File: config.mk
export PLATFORM = sky130hd
export DESIGN_NAME = alu_exec_unit
export DESIGN_NICKNAME = d
export VERILOG_FILES = /design/src/rtl/alu_exec_pkg.sv /design/src/rtl/alu_muldiv_iter.sv /design/src/rtl/alu_exec_unit.sv
export SDC_FILE = /design/constraint.sdc
export NUM_CORES = 1
export LEC_CHECK = 0
export CAP_MARGIN = 20
export CORE_MARGIN = 5
export CORE_UTILIZATION = 30
export DETAILED_ROUTE_END_ITERATION = 6
export PLACE_DENSITY = 0.55
export RECOVER_POWER = 100
export SKIP_CTS_REPAIR_TIMING = 1
export SYNTH_ARGS = -nofsm -noshare
export SYNTH_HDL_FRONTEND = slang
export SYNTH_HIERARCHICAL = 1
export SYNTH_SLANG_ARGS = --single-unit
File: constraint.sdc
create_clock -name CLK -period 6.7 [get_ports CLK]
set_clock_uncertainty 0.2 [all_clocks]
set_input_delay 2.01 -clock CLK [delete_from_list [all_inputs] [get_ports CLK]]
set_output_delay 2.01 -clock CLK [all_outputs]
set_load 0.01 [all_outputs]
File: src/rtl/alu_exec_pkg.sv
// Shared types and constants for the registered ALU execute stage.
// Decode field positions, ALU control codes, M-extension funct3 codes, FSM states.
package alu_exec_pkg;

    localparam int T_R = 6;
    localparam int T_I = 5;
    localparam int T_L = 4;
    localparam int T_S = 3;
    localparam int T_J = 2;
    localparam int T_B = 1;
    localparam int T_U = 0;

    typedef enum logic [3:0] {
        ALU_ADD  = 4'b0000,
        ALU_SUB  = 4'b0001,
        ALU_SLL  = 4'b0010,
        ALU_SLT  = 4'b0100,
        ALU_SLTU = 4'b0110,
        ALU_XOR  = 4'b1000,
        ALU_SRL  = 4'b1010,
        ALU_SRA  = 4'b1011,
        ALU_OR   = 4'b1100,
        ALU_AND  = 4'b1110
    } alu_ctrl_e;

    localparam logic [2:0] F3_MUL    = 3'b000;
    localparam logic [2:0] F3_MULH   = 3'b001;
    localparam logic [2:0] F3_MULHSU = 3'b010;
    localparam logic [2:0] F3_MULHU  = 3'b011;
    localparam logic [2:0] F3_DIV    = 3'b100;
    localparam logic [2:0] F3_DIVU   = 3'b101;
    localparam logic [2:0] F3_REM    = 3'b110;
    localparam logic [2:0] F3_REMU   = 3'b111;

    localparam logic [6:0] FUNCT7_MULDIV = 7'b0000001;

    typedef enum logic [1:0] {
        S_IDLE,
        S_MUL,
        S_DIV,
        S_DONE
    } state_e;

endpackage

File: src/rtl/alu_muldiv_iter.sv
// Iterative multiply/divide datapath: one shift-add or restoring-divide step per cycle.
// Operates on magnitudes; the sign of the selected result half is fixed on the final step.
module alu_muldiv_iter
    import alu_exec_pkg::*;
#(
    parameter int W = 32
) (
    input  logic         clk_i,
    input  logic         rst_i,
    input  logic         start_i,
    input  logic [2:0]   funct3_i,
    input  logic [W-1:0] a_i,
    input  logic [W-1:0] b_i,
    output logic         done_o,
    output logic [W-1:0] result_o
);

    localparam int CW = $clog2(W) + 1;

    logic [CW-1:0]  cnt_q;
    logic [2*W-1:0] acc_q, acc_d;
    logic [W-1:0]   opnd_q;
    logic           div_q, sel_q, neg_q;

    logic [1:0]     sgn;
    logic           a_neg, b_neg, s_div, s_sel, s_neg;
    logic [W-1:0]   a_mag, b_mag, word;
    logic [W:0]     sum, r_sh, diff;
    logic [2*W-1:0] prod;

    always_comb begin
        sgn = 2'b00;
        unique case (funct3_i)
            F3_MUL, F3_MULHU, F3_DIVU, F3_REMU: sgn = 2'b00;
            F3_MULH, F3_DIV, F3_REM:            sgn = 2'b11;
            F3_MULHSU:                          sgn = 2'b10;
            default:                            sgn = 2'b00;
        endcase
        a_neg = sgn[1] & a_i[W-1];
        b_neg = sgn[0] & b_i[W-1];
        a_mag = a_neg ? -a_i : a_i;
        b_mag = b_neg ? -b_i : b_i;
        s_div = funct3_i[2];
        s_sel = s_div ? funct3_i[1] : (funct3_i != F3_MUL);
        // Divide-by-zero keeps the all-ones quotient unsigned-looking.
        if (!s_div)
            s_neg = a_neg ^ b_neg;
        else if (funct3_i[1])
            s_neg = a_neg;
        else
            s_neg = (a_neg ^ b_neg) & (b_i != '0);
    end

    always_comb begin
        sum  = {1'b0, acc_q[2*W-1:W]} + (acc_q[0] ? {1'b0, opnd_q} : '0);
        r_sh = {acc_q[2*W-1:W], acc_q[W-1]};
        diff = r_sh - {1'b0, opnd_q};
        if (div_q)
            acc_d = {diff[W] ? r_sh[W-1:0] : diff[W-1:0],
                     acc_q[W-2:0], ~diff[W]};
        else
            acc_d = {sum, acc_q[W-1:1]};
        prod = neg_q ? -acc_d : acc_d;
        word = sel_q ? acc_d[2*W-1:W] : acc_d[W-1:0];
        if (div_q)
            result_o = neg_q ? -word : word;
        else
            result_o = sel_q ? prod[2*W-1:W] : prod[W-1:0];
    end

    assign done_o = (cnt_q == CW'(1));

    always_ff @(posedge clk_i) begin
        if (rst_i) begin
            cnt_q  <= '0;
            acc_q  <= '0;
            opnd_q <= '0;
            div_q  <= 1'b0;
            sel_q  <= 1'b0;
            neg_q  <= 1'b0;
        end else if (start_i) begin
            cnt_q <= CW'(W);
            div_q <= s_div;
            sel_q <= s_sel;
            neg_q <= s_neg;
            if (s_div) begin
                acc_q  <= {{W{1'b0}}, a_mag};
                opnd_q <= b_mag;
            end else begin
                acc_q  <= {{W{1'b0}}, b_mag};
                opnd_q <= a_mag;
            end
        end else if (cnt_q != '0) begin
            acc_q <= acc_d;
            cnt_q <= cnt_q - 1'b1;
        end
    end

endmodule

File: src/rtl/alu_exec_unit.sv
// Registered execute stage: operand select, base RV32I ALU, optional iterative M-extension.
// valid/ready on both sides; result held while the consumer stalls.
module alu_exec_unit
    import alu_exec_pkg::*;
#(
    parameter int DATA_WIDTH = 32,
    parameter bit ENABLE_M   = 1'b1
) (
    input  logic                  CLK,
    input  logic                  RST,
    input  logic                  FLUSH,
    input  logic                  IN_VALID,
    output logic                  IN_READY,
    input  logic [DATA_WIDTH-1:0] PC_IN,
    input  logic [DATA_WIDTH-1:0] RS1_IN,
    input  logic [DATA_WIDTH-1:0] RS2_IN,
    input  logic [DATA_WIDTH-1:0] IMM_IN,
    input  logic [6:0]            OPCODE,
    input  logic [2:0]            FUNCT3,
    input  logic [6:0]            FUNCT7,
    input  logic [6:0]            TYPES,
    output logic                  OUT_VALID,
    input  logic                  OUT_READY,
    output logic [DATA_WIDTH-1:0] ALU_OUT,
    output logic                  BUSY
);

    localparam int SW = $clog2(DATA_WIDTH);

    state_e                state_q;
    logic [DATA_WIDTH-1:0] alu_q, op_a, op_b, base_res, md_res;
    logic [3:0]            ctrl;
    logic [SW-1:0]         shamt;
    logic                  alt, force_add, is_m, accept, md_done;
    logic                  unused_opcode;

    assign unused_opcode = ^{OPCODE[6], OPCODE[4:0]};

    assign IN_READY  = (state_q == S_IDLE) | ((state_q == S_DONE) & OUT_READY);
    assign OUT_VALID = (state_q == S_DONE);
    assign BUSY      = (state_q == S_MUL) | (state_q == S_DIV);
    assign ALU_OUT   = alu_q;
    assign accept    = IN_VALID & IN_READY;
    assign is_m      = ENABLE_M & TYPES[T_R] & (FUNCT7 == FUNCT7_MULDIV);

    always_comb begin
        op_a = RS1_IN;
        if (TYPES[T_U] & OPCODE[5])
            op_a = '0;
        else if ((TYPES[T_J] & ~TYPES[T_I]) | TYPES[T_B] | TYPES[T_U])
            op_a = PC_IN;
        op_b = TYPES[T_R] ? RS2_IN : IMM_IN;
        // funct7[5] only selects SUB/SRA (R-type) or SRAI.
        alt = FUNCT7[5] &
              ((TYPES[T_R] & ((FUNCT3 == 3'b000) | (FUNCT3 == 3'b101))) |
               (TYPES[T_I] & (FUNCT3 == 3'b101)));
        force_add = TYPES[T_L] | TYPES[T_S] | TYPES[T_J] | TYPES[T_U];
        ctrl  = force_add ? ALU_ADD : {FUNCT3, alt};
        shamt = op_b[SW-1:0];
    end

    always_comb begin
        base_res = '0;
        case (ctrl)
            ALU_ADD:  base_res = op_a + op_b;
            ALU_SUB:  base_res = op_a - op_b;
            ALU_SLL:  base_res = op_a << shamt;
            ALU_SLT:  base_res = {{(DATA_WIDTH-1){1'b0}},
                                  $signed(op_a) < $signed(op_b)};
            ALU_SLTU: base_res = {{(DATA_WIDTH-1){1'b0}}, op_a < op_b};
            ALU_XOR:  base_res = op_a ^ op_b;
            ALU_SRL:  base_res = op_a >> shamt;
            ALU_SRA:  base_res = $unsigned($signed(op_a) >>> shamt);
            ALU_OR:   base_res = op_a | op_b;
            ALU_AND:  base_res = op_a & op_b;
            default:  base_res = '0;
        endcase
    end

    alu_muldiv_iter #(
        .W(DATA_WIDTH)
    ) u_muldiv (
        .clk_i    (CLK),
        .rst_i    (RST | FLUSH),
        .start_i  (accept & is_m),
        .funct3_i (FUNCT3),
        .a_i      (op_a),
        .b_i      (op_b),
        .done_o   (md_done),
        .result_o (md_res)
    );

    always_ff @(posedge CLK) begin
        if (RST | FLUSH) begin
            state_q <= S_IDLE;
            alu_q   <= '0;
        end else begin
            case (state_q)
                S_IDLE, S_DONE: begin
                    if (accept) begin
                        if (is_m) begin
                            state_q <= FUNCT3[2] ? S_DIV : S_MUL;
                        end else begin
                            state_q <= S_DONE;
                            alu_q   <= base_res;
                        end
                    end else if ((state_q == S_DONE) & OUT_READY) begin
                        state_q <= S_IDLE;
                    end
                end
                S_MUL, S_DIV: begin
                    if (md_done) begin
                        state_q <= S_DONE;
                        alu_q   <= md_res;
                    end
                end
                default: state_q <= S_IDLE;
            endcase
        end
    end

endmodule
# Yosys cells after proc, flatten, opt, wreduce, memory -nomap -nowiden
# Memory sizes are Yosys's and may differ from the RTL's.
# Index checks and enable logic that the tools add are counted.
# op_classes
bitwise_logic	28
eq_ne	19
n_reduce_logical	12
mux	34
n_addsub	9
shift	3
order_cmp	2
# ops
cell	count
$mux W32	16
$pmux W32 S10	1
$mux W64	4
$neg A32 Y32	3
$lt A32 B32 Y1	2
$neg A64 Y64	1
$pmux W32 S2	1
$add A32 B33 Y33	1
$sub A33 B32 Y33	1
$add A32 B32 Y32	1
$and A32 B32 Y32	1
$or A32 B32 Y32	1
$reduce_bool A32 Y1	1
$shl A32 B5 Y32	1
$shr A32 B5 Y32	1
$sshr A32 B5 Y32	1
$sub A32 B32 Y32	1
$xor A32 B32 Y32	1
$eq A4 B4 Y1 const B	5
$and A1 B1 Y1	12
$mux W6	2
$mux W2	5
$or A1 B1 Y1	10
$eq A4 B3 Y1 const B	2
24 further kinds	32
# word_totals
reg_bits	139
out_inout_bits	35
mem_count	1
in_bits	157
rom_bits	16
# memory_table
memory	depth	width	rd	rd_clocked_by_memory_dff	write_ports	line	text
(name not given)	8	2	1	0	0	alu_muldiv_iter.sv:33	unique case (funct3_i)

# Logic depth before layout (Yosys ltp)
# logic_depth
word_depth	11
mapped_depth	26
mapped_depth_nobuf	24

# Cells and area by module
# Netlist, hierarchy kept.
# by_module_without_submodules
mod	n_inst	cells_each	seq_area_each_um2	area_per_inst_um2
alu_muldiv_iter	1	2369	2102.0	15603.7
alu_exec_unit	1	1783	680.7	12588.3

# Least setup slack after synthesis
# Ideal clock, no wire load.
# synth_timing
path_type	in2reg
startpoint	input port TYPES[6]
endpoint	register u_muldiv.acc_q[30]
required_time_ns	6.372
arrival_time_ns	6.064
path_buffers	5
cell_stages	20
setup_slack_ns	0.309
path_cell_list	buf_6 -> buf_2 -> mux2i_1 -> clkinv_1 -> buf_2 -> buf_2 -> buf_1 -> nor2_1 -> nand2_1 -> or4_1 -> nor4_1 -> nand2_1 -> or4_1 -> nor3b_1 -> a21oi_1 -> xor2_1 -> nor2_1 -> a21oi_1 -> a21oi_1 -> nor2_1
# synth_via
elab_chain_cells	5
word_cells_on_any_way	9
classes_between	add/sub: 1; mux: 4; bitwise: 3; reduce/logical: 1
# synth_rtl
element	line	text
start: declaration	alu_exec_unit.sv:21	input logic [6:0] TYPES,
$mux W32	alu_exec_unit.sv:52	op_b = TYPES[T_R] ? RS2_IN : IMM_IN;
via op_b[3]	alu_exec_unit.sv:31	logic [DATA_WIDTH-1:0] alu_q, op_a, op_b, base_res, md_res;
$neg A32 Y32	alu_muldiv_iter.sv:42	b_mag = b_neg ? -b_i : b_i;
$mux W32	alu_muldiv_iter.sv:42	
$mux W32	alu_muldiv_iter.sv:86	if (s_div) begin
$mux W64	alu_muldiv_iter.sv:81	end else if (start_i) begin
end signal: assignment	alu_muldiv_iter.sv:87	acc_q <= {{W{1'b0}}, a_mag};
end signal: assignment	alu_muldiv_iter.sv:90	acc_q <= {{W{1'b0}}, b_mag};
end: declaration	alu_muldiv_iter.sv:21	logic [2*W-1:0] acc_q, acc_d;
# The timed path passes the listed nets, and every way through them passes these cells.
# A chain may end at the register's enable or synchronous reset.

# Worst setup path after layout
# layout_timing
startpoint	input port TYPES[5]
endpoint	register alu_q[15] (netlist: ALU_OUT[15])
# layout_via
elab_chain_cells	11
word_cells_on_any_way	32
classes_between	add/sub: 2; eq/ne: 9; shift: 3; mux: 7; bitwise: 10; reduce/logical: 1
# layout_rtl
element	line	text
$not A1 Y1 (*)	alu_exec_unit.sv:50	else if ((TYPES[T_J] & ~TYPES[T_I]) | TYPES[T_B] | TYPES[T_U])
$and A1 B1 Y1 (*)	alu_exec_unit.sv:50	
$or A1 B1 Y1 (*) (2 in a row)	alu_exec_unit.sv:50	
$mux W32 (*)	alu_exec_unit.sv:50	
$mux W32 (*)	alu_exec_unit.sv:48	if (TYPES[T_U] & OPCODE[5])
via op_a[2]	alu_exec_unit.sv:31	
$sub A32 B32 Y32 (tied with other cells)	alu_exec_unit.sv:66	ALU_SUB: base_res = op_a - op_b;
$pmux W32 S10 (*)	alu_exec_unit.sv:64	case (ctrl)
$mux W32 (*)	alu_exec_unit.sv:101	if (is_m) begin
$mux W32 (*)	alu_exec_unit.sv:100	if (accept) begin
$pmux W32 S2 (*)	alu_exec_unit.sv:98	case (state_q)
end signal: assignment	alu_exec_unit.sv:105	alu_q <= base_res;
end signal: assignment	alu_exec_unit.sv:114	alu_q <= md_res;
end: declaration	alu_exec_unit.sv:31	
# Mark *: on every way through the listed nets, which the timed path passes. The rest lies on a longest branch. The select of a mux whose other input is x is not followed.

==> impl_metrics.py <==
metrics = {
    "global_routing": {
        "grt_pass1_wl_um": 218800,
        "grt_max_degree": 94,
        "grt_overflow_total": 0,
        "antenna_found_initial": 3,
        "grt_pass1_vias": 32906,
        "grt_usage_pct": 28.88,
    },
    "placed_design": {
        "gp_congestion": 1.063,
        "hpwl_um": 124000,
        "placedInstanceArea_um2": 34340,
        "place_inst": 5809,
        "port_buffers": 185,
    },
    "die": {
        "ios": 192,
        "initial_core_util_pct": 30.21,
        "dieArea_um2": 100200,
        "die_width_um": 316.6,
        "rows": 112,
        "die_h_um": 316.6,
        "coreArea_um2": 93330,
    },
    "synthesis": {
        "netlist_instances": 4152,
        "synth-main-ff-cell": "dfxtp_1",
        "async_flop_share_pct": 0,
        "synth_area_leaders": "dfxtp_1 9.9%, mux2i_1 9.9%, ha_1 7.6%",
        "synth_seq_cells": 139,
        "netlist_area_um2": 28190,
        "syn_area_per_cell_um2": 6.790,
        "ys_seq_area_share_pct": 9.870,
        "yosysUniqueCellTypes": 130,
        "synth-edff-count": 0,
        "synth_top_area_cell": "dfxtp_1",
        "synth_top_cell_area_share_pct": 9.870,
        "syn_nets": 4484,
        "yosysWarnings": 6,
    },
    "worst_setup_path": {
        "critPathMaxFanout": 9,
        "crit_path_start_kind": "primary input",
        "critPathRequiredTime_ns": 6.87,
        "path_depth": 20,
        "cp_cell_sequence": "clkdlybuf4s50_1 > nand2b_1 > nand2_2 > buf_4 > a31oi_1 > inv_1 > ha_1 > buf_4 > o21a_1 > o31ai_1 > a21oi_1 > a211oi_4 > nor3_2 > clkbuf_4 > a21oi_1 > and2_1 > o31ai_1 > and4b_1 > buf_4 > o31ai_2",
        "crit_slowest_cell": "nor3_2",
        "end_kind": "register",
        "rr_worst_depth": 25,
        "rr_startpoint": "u_muldiv/acc_q[31]",
        "regToRegEndpoint": "ALU_OUT[27]",
        "reg2reg_slack_ns": 0.22,
        "crit_path_max_incr_delay_ns": 0.66,
        "arrival_ns": 6.72,
        "path_delay_family": "simple AND/OR/NAND/NOR gates",
        "crit_buf_inv": 6,
        "path_class": "in2reg",
        "crit_top_cell": "buf_4",
    },
    "layout": {
        "nFillCells": 10243,
        "nets": 4906,
        "final_area_um2": 34920,
        "area_growth_pct": 23.86,
        "stdcell_count": 5842,
        "drive_above_1_share_pct": 15.22,
    },
    "power": {
        "ir_drop_mv": 0.3614,
        "power.density_nw_per_um2": 399.5,
        "p_leak_nw": 14.57,
    },
    "min_path": {
        "worstHoldEndpoint": "ALU_OUT[3]",
        "hold_depth": 2,
        "min_from": "ALU_OUT[3]",
        "hp-class": "reg2reg",
    },
    "detailed_routing": {
        "wl_um": 150500,
        "wl_per_cell_um": 25.76,
        "drc": 0,
        "drtPass1Iterations": 6,
        "drtAntennaViolNets": 0,
        "num_vias": 34486,
        "viasPerCell": 5.903,
        "drtIter0Drc": 3026,
    },
    "clock_tree": {
        "clock_latency_ns": 0.50,
        "htree_levels": 4,
        "cts-buffers-inserted": 17,
        "cts.sinks": 139,
        "clk_path_buf_depth": 2,
        "cts_tree": "done",
        "root_buffer": "clkbuf_16",
        "cts.clk_slew.worst_paths_ns": 0.07,
    },
    "timing": {
        "fin_crit_sh_pct": 97.68,
        "drv_slew": 153,
        "worst_pin_slew_ns": 2.547,
        "hold_viol": 0,
        "slew_headroom_pct": -69.81,
        "layout_min_cycle_time_ns": 6.544,
        "fmax_mhz": 152.8,
        "finalSetupViolCount": 0,
    },
    "run": {
        "drv_cap": 3,
    },
    "run_status": {
        "violations": "capacitance limit, slew limit",
        "outcome": "complete, but fails checks",
    },
}
[cell usage in the layout (no fill, tap or decap), types with 136 or more instances in the layout]
cell type | netlist | routed
o21ai_0 | 262 | 264
a21oi_1 | 380 | 377
nand2_1 | 402 | 401
dfxtp_1 | 139 | 136
buf_4 | 12 | 490
clkdlybuf4s50_1 | 0 | 148
ha_1 | 171 | 171
inv_1 | 168 | 168
nor2_1 | 476 | 473
mux2i_1 | 278 | 274
nor3_1 | 145 | 142
[final cells by class]
type / count / area, µm² / area share [%]
diodes: 1 / 2.502 / 0.007166
clock buffers: 19 / 432.9 / 1.240
clock inverters: 13 / 143.9 / 0.4121
inverters: 178 / 673.1 / 1.928
multi-input cells: 3541 / 23590 / 67.56
flip-flops and latches: 139 / 2791 / 7.994
well taps: 1254 / 1569 / 4.493
repair buffers: 697 / 5717 / 16.37
[Yosys cell counts (37+ instances only)]
| cell type | n |
|---|---|
| nand2_1 | 402 |
| nand3_1 | 84 |
| and3_1 | 37 |
| mux2i_1 | 278 |
| nor3_1 | 145 |
| a211oi_1 | 92 |
| o22ai_1 | 42 |
| clkbuf_1 | 179 |
| nor4_1 | 40 |
| or3_1 | 55 |
| xor2_1 | 67 |
| a21oi_1 | 380 |
| and2_1 | 69 |
| dfxtp_1 | 139 |
| a21o_1 | 41 |
| buf_2 | 65 |
| xnor2_1 | 82 |
| inv_1 | 168 |
| o211ai_1 | 58 |
| ha_1 | 171 |
| nor2_1 | 476 |
| o31ai_1 | 54 |
| a31oi_1 | 66 |
| o21ai_0 | 262 |
[logic make-up after synthesis]
logic type	count (synthesis)	share of synthesized area, %
compound gates	1417	33.87
xor+xnor	149	4.629
mux	318	11.88
simple gates	1482	24.93
fa+ha+maj	175	7.873
flops	139	9.870
buf+inv	472	6.941
[report_power, final]
group	switching, W	internal [W]	total, W	leakage, nW
Combinational	0.00723	0.00449	0.0117	13.2
Sequential	0.000260	0.000985	0.00125	1.13
Clock	0.000434	0.000548	0.000982	0.270
[worst reg2reg max path, delay by kind of cell (launching register included)]
| kind | cells | cell delay, ns |
|---|---|---|
| compound gates | 9 | 2.30 |
| buf+inv | 7 | 1.49 |
| simple gates | 6 | 1.45 |
| fa+ha+maj | 2 | 0.49 |
| flops | 1 | 0.31 |
| mux | 1 | 0.17 |
[worst max path at each step]
stage,startpoint,endpoint
6_report,TYPES[5],ALU_OUT[15]
5_1_grt,u_muldiv/acc_q[31],ALU_OUT[30]
4_1_cts,u_muldiv/acc_q[31],ALU_OUT[30]
3_5_place_dp,TYPES[5],ALU_OUT[15]
3_3_place_gp,TYPES[2],ALU_OUT[28]
2_1_floorplan,TYPES[6],u_muldiv/acc_q[30]
[routing by layer]
metal | up-vias | track usage, % | routed length, µm
met5 | - | 0 | 0
met4 | 0 | 17.85 | 11600
met3 | 368 | 3.758 | 9869
met2 | 1529 | 47.62 | 67880
met1 | 16379 | 35.81 | 61120
li1 | 16210 | - | -
[registers in the layout, summed over array words and instances (netlist names)]
| name | count |
|---|---|
| ALU_OUT | 32 |
| state_q | 2 |
| u_muldiv/acc_q | 64 |
| u_muldiv/cnt_q | 6 |
| u_muldiv/div_q | 1 |
| u_muldiv/neg_q | 1 |
| u_muldiv/opnd_q | 32 |
| u_muldiv/sel_q | 1 |
[through the flow]
step	total power (W)	worst slack [ns]	hold WS, ns	TNS, ns	util (%)
floorplan	0.007834	0.3090	0.2495	0	-
global route	0.01476	-0.002657	0.2777	-0.002657	37.41
global placement	0.01266	-0.1905	0.2430	-1.153	36.80
finish	0.01395	0.1558	0.2508	0	37.42
CTS	0.01371	-0.1361	0.2567	-0.1750	37.42
detailed placement	0.01264	-0.1462	0.2468	-1.303	36.80
Note: power is estimated with default switching activity, not from simulation.
